--- src/rtl/cpu_run_monitor_if.sv ---
// Snoop, configuration and result signals of the CPU run monitor.
// master: CPU/bench side driving the snoop and table ports.
// slave:  the monitor itself.
// The wr_count/r0_write ports exist only when MON_WCOUNT_EN is defined.
interface cpu_run_monitor_if #(
  parameter int WIDTH      = 32,
  parameter int NUM_CHECKS = 8,
  parameter int CNT_W      = 16
);
  localparam int IDX_W = (NUM_CHECKS > 1) ? $clog2(NUM_CHECKS) : 1;

  logic             start;
  logic [WIDTH-1:0] pc;
  logic             reg_we;
  logic [4:0]       reg_waddr;
  logic [WIDTH-1:0] reg_wdata;
  logic             cfg_we;
  logic [IDX_W-1:0] cfg_idx;
  logic             cfg_valid;
  logic [4:0]       cfg_addr;
  logic [WIDTH-1:0] cfg_data;
  logic             busy;
  logic             done;
  logic             pass;
  logic             timeout;
  logic [CNT_W-1:0] cycle_count;
  logic [IDX_W-1:0] mismatch_idx;
  logic [WIDTH-1:0] mismatch_data;
`ifdef MON_WCOUNT_EN
  logic [CNT_W-1:0] wr_count;
  logic             r0_write;
`endif

  modport master (
    output start, pc, reg_we, reg_waddr, reg_wdata,
    output cfg_we, cfg_idx, cfg_valid, cfg_addr, cfg_data,
    input  busy, done, pass, timeout, cycle_count, mismatch_idx, mismatch_data
`ifdef MON_WCOUNT_EN
    , input wr_count, r0_write
`endif
  );

  modport slave (
    input  start, pc, reg_we, reg_waddr, reg_wdata,
    input  cfg_we, cfg_idx, cfg_valid, cfg_addr, cfg_data,
    output busy, done, pass, timeout, cycle_count, mismatch_idx, mismatch_data
`ifdef MON_WCOUNT_EN
    , output wr_count, r0_write
`endif
  );
endinterface

--- src/rtl/cpu_run_monitor.sv ---
// Run monitor for the single-cycle CPU. Shadows the register file from the
// write port, detects halt (PC unchanged for HALT_CYCLES cycles) or timeout,
// then walks the expected-value table one entry per cycle and reports the
// result. Optional write statistics (wr_count, r0_write) under MON_WCOUNT_EN.
module cpu_run_monitor #(
  parameter int WIDTH       = 32,
  parameter int NUM_CHECKS  = 8,
  parameter int HALT_CYCLES = 4,
  parameter int MAX_CYCLES  = 4096,
  parameter int CNT_W       = 16
) (
  input  logic            clk,
  input  logic            reset,
  cpu_run_monitor_if.slave mon
);
  localparam int IDX_W   = (NUM_CHECKS > 1) ? $clog2(NUM_CHECKS) : 1;
  localparam int STUCK_W = $clog2(HALT_CYCLES + 1);
  localparam logic [STUCK_W-1:0] STUCK_LAST = STUCK_W'(HALT_CYCLES - 1);
  localparam logic [CNT_W-1:0]   CNT_LAST   = CNT_W'(MAX_CYCLES - 1);
  localparam logic [IDX_W-1:0]   IDX_LAST   = IDX_W'(NUM_CHECKS - 1);

  typedef enum logic [1:0] {S_IDLE, S_RUN, S_CHECK, S_DONE} state_t;
  state_t state, state_nxt;

  logic [WIDTH-1:0]   shadow    [32];
  logic               tbl_valid [NUM_CHECKS];
  logic [4:0]         tbl_addr  [NUM_CHECKS];
  logic [WIDTH-1:0]   tbl_data  [NUM_CHECKS];

  logic [WIDTH-1:0]   prev_pc;
  logic [STUCK_W-1:0] stuck, stuck_nxt;
  logic [CNT_W-1:0]   cycle_cnt, cnt_nxt;
  logic [IDX_W-1:0]   chk_idx;
  logic               found, done_q, pass_q, timeout_q;
  logic [IDX_W-1:0]   midx_q;
  logic [WIDTH-1:0]   mdata_q;
  logic               idle_like, halt_now, tmo_now, mm_now, cfg_ok;
`ifdef MON_WCOUNT_EN
  logic [CNT_W-1:0]   wr_count_q;
  logic               r0_write_q;
`endif

  // Run-exit and per-entry compare conditions
  always_comb begin
    idle_like = (state == S_IDLE) || (state == S_DONE);
    stuck_nxt = (mon.pc == prev_pc) ? stuck + 1'b1 : '0;
    cnt_nxt   = cycle_cnt + 1'b1;
    halt_now  = (state == S_RUN) && (stuck_nxt == STUCK_LAST);
    // halt takes priority over a coincident timeout
    tmo_now   = (state == S_RUN) && !halt_now && (cnt_nxt == CNT_LAST);
    mm_now    = (state == S_CHECK) && !found && tbl_valid[chk_idx] &&
                (shadow[tbl_addr[chk_idx]] != tbl_data[chk_idx]);
    cfg_ok    = mon.cfg_we && idle_like && (int'(mon.cfg_idx) < NUM_CHECKS);
  end

  // State register
  always_ff @(posedge clk or negedge reset) begin
    if (!reset) state <= S_IDLE;
    else        state <= state_nxt;
  end

  // Next-state and busy decode
  always_comb begin
    state_nxt = state;
    mon.busy  = 1'b0;
    unique case (state)
      S_IDLE, S_DONE: if (mon.start) state_nxt = S_RUN;
      S_RUN: begin
        mon.busy = 1'b1;
        if (halt_now || tmo_now) state_nxt = S_CHECK;
      end
      S_CHECK: begin
        mon.busy = 1'b1;
        if (chk_idx == IDX_LAST) state_nxt = S_DONE;
      end
      default: state_nxt = S_IDLE;
    endcase
  end

  // Shadow registers, expected table, counters and result latches
  always_ff @(posedge clk or negedge reset) begin
    if (!reset) begin
      for (int unsigned i = 0; i < 32; i++) shadow[i] <= '0;
      for (int unsigned i = 0; i < NUM_CHECKS; i++) begin
        tbl_valid[i] <= 1'b0;
        tbl_addr[i]  <= '0;
        tbl_data[i]  <= '0;
      end
      prev_pc   <= '0;
      stuck     <= '0;
      cycle_cnt <= '0;
      chk_idx   <= '0;
      found     <= 1'b0;
      done_q    <= 1'b0;
      pass_q    <= 1'b0;
      timeout_q <= 1'b0;
      midx_q    <= '0;
      mdata_q   <= '0;
`ifdef MON_WCOUNT_EN
      wr_count_q <= '0;
      r0_write_q <= 1'b0;
`endif
    end else begin
      if (cfg_ok) begin
        tbl_valid[mon.cfg_idx] <= mon.cfg_valid;
        tbl_addr[mon.cfg_idx]  <= mon.cfg_addr;
        tbl_data[mon.cfg_idx]  <= mon.cfg_data;
      end
      unique case (state)
        S_IDLE, S_DONE: begin
          if (mon.start) begin
            for (int unsigned i = 0; i < 32; i++) shadow[i] <= '0;
            prev_pc   <= mon.pc;
            stuck     <= '0;
            cycle_cnt <= '0;
            chk_idx   <= '0;
            found     <= 1'b0;
            done_q    <= 1'b0;
            pass_q    <= 1'b0;
            timeout_q <= 1'b0;
            midx_q    <= '0;
            mdata_q   <= '0;
`ifdef MON_WCOUNT_EN
            wr_count_q <= '0;
            r0_write_q <= 1'b0;
`endif
          end
        end
        S_RUN: begin
          cycle_cnt <= cnt_nxt;
          stuck     <= stuck_nxt;
          prev_pc   <= mon.pc;
          if (mon.reg_we && (mon.reg_waddr != 5'd0)) shadow[mon.reg_waddr] <= mon.reg_wdata;
          if (tmo_now) timeout_q <= 1'b1;
`ifdef MON_WCOUNT_EN
          if (mon.reg_we && (mon.reg_waddr != 5'd0)) wr_count_q <= wr_count_q + 1'b1;
          if (mon.reg_we && (mon.reg_waddr == 5'd0)) r0_write_q <= 1'b1;
`endif
        end
        S_CHECK: begin
          if (mm_now) begin
            found   <= 1'b1;
            midx_q  <= chk_idx;
            mdata_q <= shadow[tbl_addr[chk_idx]];
          end
          if (chk_idx == IDX_LAST) begin
            chk_idx <= '0;
            done_q  <= 1'b1;
            pass_q  <= !(found || mm_now) && !timeout_q;
          end else begin
            chk_idx <= chk_idx + 1'b1;
          end
        end
        default: ;
      endcase
    end
  end

  // Result outputs
  always_comb begin
    mon.done          = done_q;
    mon.pass          = pass_q;
    mon.timeout       = timeout_q;
    mon.cycle_count   = cycle_cnt;
    mon.mismatch_idx  = midx_q;
    mon.mismatch_data = mdata_q;
`ifdef MON_WCOUNT_EN
    mon.wr_count      = wr_count_q;
    mon.r0_write      = r0_write_q;
`endif
  end
endmodule

--- src/flat_wrapper.sv ---
// flat-port wrapper written by rule: the top's interface ports become plain ports
module cpu_run_monitor_flat 
#(
  parameter int WIDTH       = 32,
  parameter int NUM_CHECKS  = 8,
  parameter int HALT_CYCLES = 4,
  parameter int MAX_CYCLES  = 4096,
  parameter int CNT_W       = 16
)
  (clk, reset, mon_start, mon_pc, mon_reg_we, mon_reg_waddr, mon_reg_wdata, mon_cfg_we, mon_cfg_idx, mon_cfg_valid, mon_cfg_addr, mon_cfg_data, mon_busy, mon_done, mon_pass, mon_timeout, mon_cycle_count, mon_mismatch_idx, mon_mismatch_data);
  cpu_run_monitor_if #(.WIDTH(WIDTH), .NUM_CHECKS(NUM_CHECKS), .CNT_W(CNT_W)) mon_i ();
  input  logic clk;
  input  logic reset;
  input wire logic [$bits(mon_i.start)-1:0] mon_start;
  input wire logic [$bits(mon_i.pc)-1:0] mon_pc;
  input wire logic [$bits(mon_i.reg_we)-1:0] mon_reg_we;
  input wire logic [$bits(mon_i.reg_waddr)-1:0] mon_reg_waddr;
  input wire logic [$bits(mon_i.reg_wdata)-1:0] mon_reg_wdata;
  input wire logic [$bits(mon_i.cfg_we)-1:0] mon_cfg_we;
  input wire logic [$bits(mon_i.cfg_idx)-1:0] mon_cfg_idx;
  input wire logic [$bits(mon_i.cfg_valid)-1:0] mon_cfg_valid;
  input wire logic [$bits(mon_i.cfg_addr)-1:0] mon_cfg_addr;
  input wire logic [$bits(mon_i.cfg_data)-1:0] mon_cfg_data;
  output wire logic [$bits(mon_i.busy)-1:0] mon_busy;
  output wire logic [$bits(mon_i.done)-1:0] mon_done;
  output wire logic [$bits(mon_i.pass)-1:0] mon_pass;
  output wire logic [$bits(mon_i.timeout)-1:0] mon_timeout;
  output wire logic [$bits(mon_i.cycle_count)-1:0] mon_cycle_count;
  output wire logic [$bits(mon_i.mismatch_idx)-1:0] mon_mismatch_idx;
  output wire logic [$bits(mon_i.mismatch_data)-1:0] mon_mismatch_data;
  assign mon_i.start = mon_start;
  assign mon_i.pc = mon_pc;
  assign mon_i.reg_we = mon_reg_we;
  assign mon_i.reg_waddr = mon_reg_waddr;
  assign mon_i.reg_wdata = mon_reg_wdata;
  assign mon_i.cfg_we = mon_cfg_we;
  assign mon_i.cfg_idx = mon_cfg_idx;
  assign mon_i.cfg_valid = mon_cfg_valid;
  assign mon_i.cfg_addr = mon_cfg_addr;
  assign mon_i.cfg_data = mon_cfg_data;
  assign mon_busy = mon_i.busy;
  assign mon_done = mon_i.done;
  assign mon_pass = mon_i.pass;
  assign mon_timeout = mon_i.timeout;
  assign mon_cycle_count = mon_i.cycle_count;
  assign mon_mismatch_idx = mon_i.mismatch_idx;
  assign mon_mismatch_data = mon_i.mismatch_data;
  cpu_run_monitor #(.WIDTH(WIDTH), .NUM_CHECKS(NUM_CHECKS), .HALT_CYCLES(HALT_CYCLES), .MAX_CYCLES(MAX_CYCLES), .CNT_W(CNT_W)) u_core (.clk(clk), .reset(reset), .mon(mon_i));
endmodule
--- config.mk ---
export PLATFORM = sky130hd
export DESIGN_NAME = cpu_run_monitor_flat
export DESIGN_NICKNAME = d
export VERILOG_FILES = /design/src/rtl/cpu_run_monitor_if.sv /design/src/rtl/cpu_run_monitor.sv /design/src/flat_wrapper.sv
export SDC_FILE = /design/constraint.sdc
export NUM_CORES = 2
export LEC_CHECK = 0
export ABC_CLOCK_PERIOD_IN_PS = 6300
export BUFFER_PORTS_ARGS = -buffer_cell sky130_fd_sc_hd__buf_2
export CAP_MARGIN = 20
export CORE_AREA = 10 10 442 444
export DETAILED_ROUTE_END_ITERATION = 6
export DIE_AREA = 0 0 452 454
export RECOVER_POWER = 25
export SETUP_SLACK_MARGIN = 0.05
export SYNTH_ARGS = -nofsm -noshare
export SYNTH_HDL_FRONTEND = slang
export SYNTH_SLANG_ARGS = --single-unit
--- constraint.sdc ---
create_clock -name clk -period 6.3 [get_ports clk]
set_input_delay 0.63 -clock clk [delete_from_list [all_inputs] [get_ports clk]]
set_output_delay 0.63 -clock clk [all_outputs]
set_load 0.02 [all_outputs]
==> out/metrics.cfg <==
[setup_path]
slowest_delay_ps = 950
reg2regPathDepth = 15
required_ps = 7040
r2r-end = u_core.mon.mismatch_data[19]
slowest_stage = mux4_4
crit_start = u_core.chk_idx[0]
path_max_fanout = 28
crit_chain = mux2_1 -> mux4_4 -> buf_4 -> buf_4 -> mux2i_1 -> a22o_1 -> a221oi_1 -> o221ai_1 -> or4_1 -> xor2_1 -> nor3b_1 -> a31oi_4 -> buf_4 -> mux2_4 -> o211ai_2
start_kind = flop
cp-end-kind = flop
r2r_slack_ps = 290
worstSetupPathType = flop to flop
timing.rr.start = u_core.chk_idx[0]
crit_end = u_core.mon.mismatch_data[19]
crit_arrival_ps = 6750
cpMostUsedCell = buf_4

[global_routing]
grt_pass1_wl_um = 336000
grt_max_degree = 159
track_usage_pct = 21.3
antenna_found_initial = 31
grt_pass1_vias = 50667
gr-total-overflow = 0

[logic_synthesis]
synth_seq_cells = 1423
syn_inst = 6393
synth_area_um2 = 64800
avgSynthCellArea_um2 = 10.1
yosysSeqAreaShare_pct = 54.9
synthesis.nets = 6516
ys_types = 70
synthFlopType = dfrtp_1
ys_top_cells_by_area = dfrtp_1 (55%), nand2_1 (9.4%), o21ai_0 (8.1%)
synth_top_area_cell = dfrtp_1
synth_edf_count = 0
ys_async_sr_fraction_pct = 100
yosys_warnings = 0
synth.top_cell.area_share_pct = 54.9

[cells_and_area]
drive_gt1_share_pct = 17.0
multi_input_area_um2 = 27000
final_cells = 9025
nFillCells = 18246
regArea_um2 = 35600
syn2layout_area_growth_pct = 13.9
nets = 6527

[clock_network]
cts_tree = built
cts_root_buffer = clkbuf_16
clk_pin_slew_ps = 60
numCtsBuffers = 154
htree_levels = 4
clock_path_buffers = 3
cts.sinks = 1423
clkLatencyLatePin_ps = 820
cts-resized-gates = 0

[routing]
dr.pass1.iters = 6
viasPerCell = 5.64
num_vias = 50864
wl_um = 224000
postRouteAntennaNets = 0
remaining_drc_errors = 0
wl_per_cell_um = 24.8
drt-initial-drc-count = 5237

[sta]
rsz0062_at_grt = false
hold_viol = 0
period_minus_slack_ps = 6010
max_slew_margin_pct = -170
setup_tns_ps = 0
worst_pin_slew_ps = 4060
setup_viol = 0
fin_skew_ps = 59.8
period_share_pct = 95.3
fmaxAchievable_ghz = 0.166
slew_violations = 193

[power]
p_per_area_nw_per_um2 = 544
vdd_drop_max_uv = 687
leakagePower_nw = 31.8

[die]
core_area_um2 = 187000
io-pin-count = 170
rows = 159
die-area_um2 = 205000
fp.dieW_um = 452
die_h_um = 454
initial_core_util_pct = 34.7

[worst_hold_path]
hold_path_class = input port to flop

[run_status]
status = finished with violations
violations = capacitance limit, slew limit

[place]
dpl.hpwl_um = 137000
dp.cells = 8736
numPortBuffers = 169
globalplace.congestion = 0.890

[job]
max_cap_violations = 3

==> cell usage after synthesis, types with 23 or more instances <==
| cell | instances |
|---|---|
| o221ai_1 | 70 |
| mux2_2 | 347 |
| nand2_1 | 1624 |
| a31oi_1 | 58 |
| and2_1 | 37 |
| mux4_2 | 85 |
| buf_1 | 28 |
| dfrtp_1 | 1423 |
| buf_6 | 23 |
| o21ai_0 | 1046 |
| o22ai_1 | 37 |
| mux2i_1 | 323 |
| clkbuf_1 | 420 |
| xnor2_1 | 57 |
| buf_2 | 66 |
| a21o_1 | 35 |
| and3_1 | 71 |
| a21oi_1 | 113 |
| nand3b_1 | 30 |
| nand3_1 | 165 |
| nand4_1 | 32 |
| nor2_1 | 81 |
==> where the power goes <==
group | total (mW) | internal, mW | switching (mW) | leakage (nW)
sequential | 11.5 | 10.6 | 0.860 | 19.2
combinational | 19.6 | 6.09 | 13.5 | 10.1
clock | 9.08 | 5.12 | 3.96 | 2.47
==> logic make-up after synthesis <==
kind of cell	share of synthesized area, %
DFF	54.9
muxes	14.1
adders and majority gates	0.154
buffers and inverters	3.65
AOI/OAI and AO/OA	12.5
xor gates and xnor gates	0.946
and+or+nand+nor	13.7
==> state kept, by name (all words and copies together), names as in the netlist <==
register	count
u_core.state	2
u_core.mon.timeout	1
u_core.mon.mismatch_idx	3
u_core.prev_pc	32
u_core.tbl_valid	8
u_core.shadow	1024
u_core.found	1
u_core.tbl_data	256
u_core.mon.pass	1
u_core.stuck	3
u_core.chk_idx	3
u_core.mon.mismatch_data	32
u_core.tbl_addr	40
u_core.mon.done	1
u_core.mon.cycle_count	16
==> critical path, delay by kind of cell, from the launching register on <==
kind,cells,cell delay [ps]
DFF,1,660
and+or+nand+nor,2,1230
xor gates and xnor gates,1,260
AOI/OAI and AO/OA,5,1100
muxes,4,1760
buffers and inverters,3,880
==> how the worst min path moves through the flow <==
stage,start,endpoint,depth (start not counted)
finish,mon_pc[14],u_core.prev_pc[14],2
detailed placement,u_core.shadow[551],u_core.shadow[551],2
floorplan,reset,u_core.chk_idx[0],0
global route,mon_pc[17],u_core.prev_pc[17],2
global placement,u_core.shadow[46],u_core.shadow[46],2
CTS,mon_pc[14],u_core.prev_pc[14],2
==> cell usage in the layout (no fill, tap or decap), types with 10 or more instances in the layout <==
cell type,n
a21o_1,34
a21oi_1,113
a22oi_1,11
a31oi_1,58
and2_1,33
and3_1,71
buf_12,22
buf_2,168
buf_4,191
clkbuf_1,47
clkbuf_16,154
clkbuf_8,33
clkinv_2,23
dfrtp_1,1421
mux2_2,345
mux2i_1,321
mux4_2,83
nand2_1,1619
nand3_1,165
nand3b_1,30
nand4_1,32
nor2_1,74
nor3_1,16
nor4_1,10
o211ai_1,18
o21a_1,22
o21ai_0,1046
o221ai_1,70
o22ai_1,37
xnor2_1,57
xor2_1,13
==> layout make-up <==
type                            count  area share [%]
Timing Repair Buffer              400            4.07
Multi-Input combinational cell   4416            36.6
Antenna cell                        4          0.0136
Sequential cell                  1423            48.2
Inverter                            9          0.0458
Clock inverter                     49           0.785
Clock buffer                      229            6.05
Tap cell                         2495            4.23
==> what timing repair did <==
action	CTS	global route
buffers inserted	0	0
hold buffers	1	0
setup endpoints to repair	0	0
endpoints found under the hold margin	121	0
==> metal layers <==
layer	track usage (%)	share of wire (%)	up-vias
li1	-	-	22118
met4	8.74	4.2	40
met5	0.583	0.19	-
met2	33.1	45	2270
met1	27.9	41	25901
met3	6.01	9.5	535
==> through the flow <==
step | instance area [um2] | hold WS, ps | setup WS (ps) | total power [mW] | utilization (%)
2_1_floorplan | 64800 | 334 | 2080 | 22.4 | -
3_3_place_gp | 68500 | 458 | 460 | 30.4 | 36.7
3_5_place_dp | 68700 | 468 | 340 | 30.7 | 36.8
4_1_cts | 73700 | 7.70 | 312 | 39.8 | 39.5
5_1_grt | 73800 | 48.7 | 115 | 41.6 | 39.6
6_report | 73800 | 66.4 | 293 | 40.1 | 39.6
(Power assumes the default switching activity.)
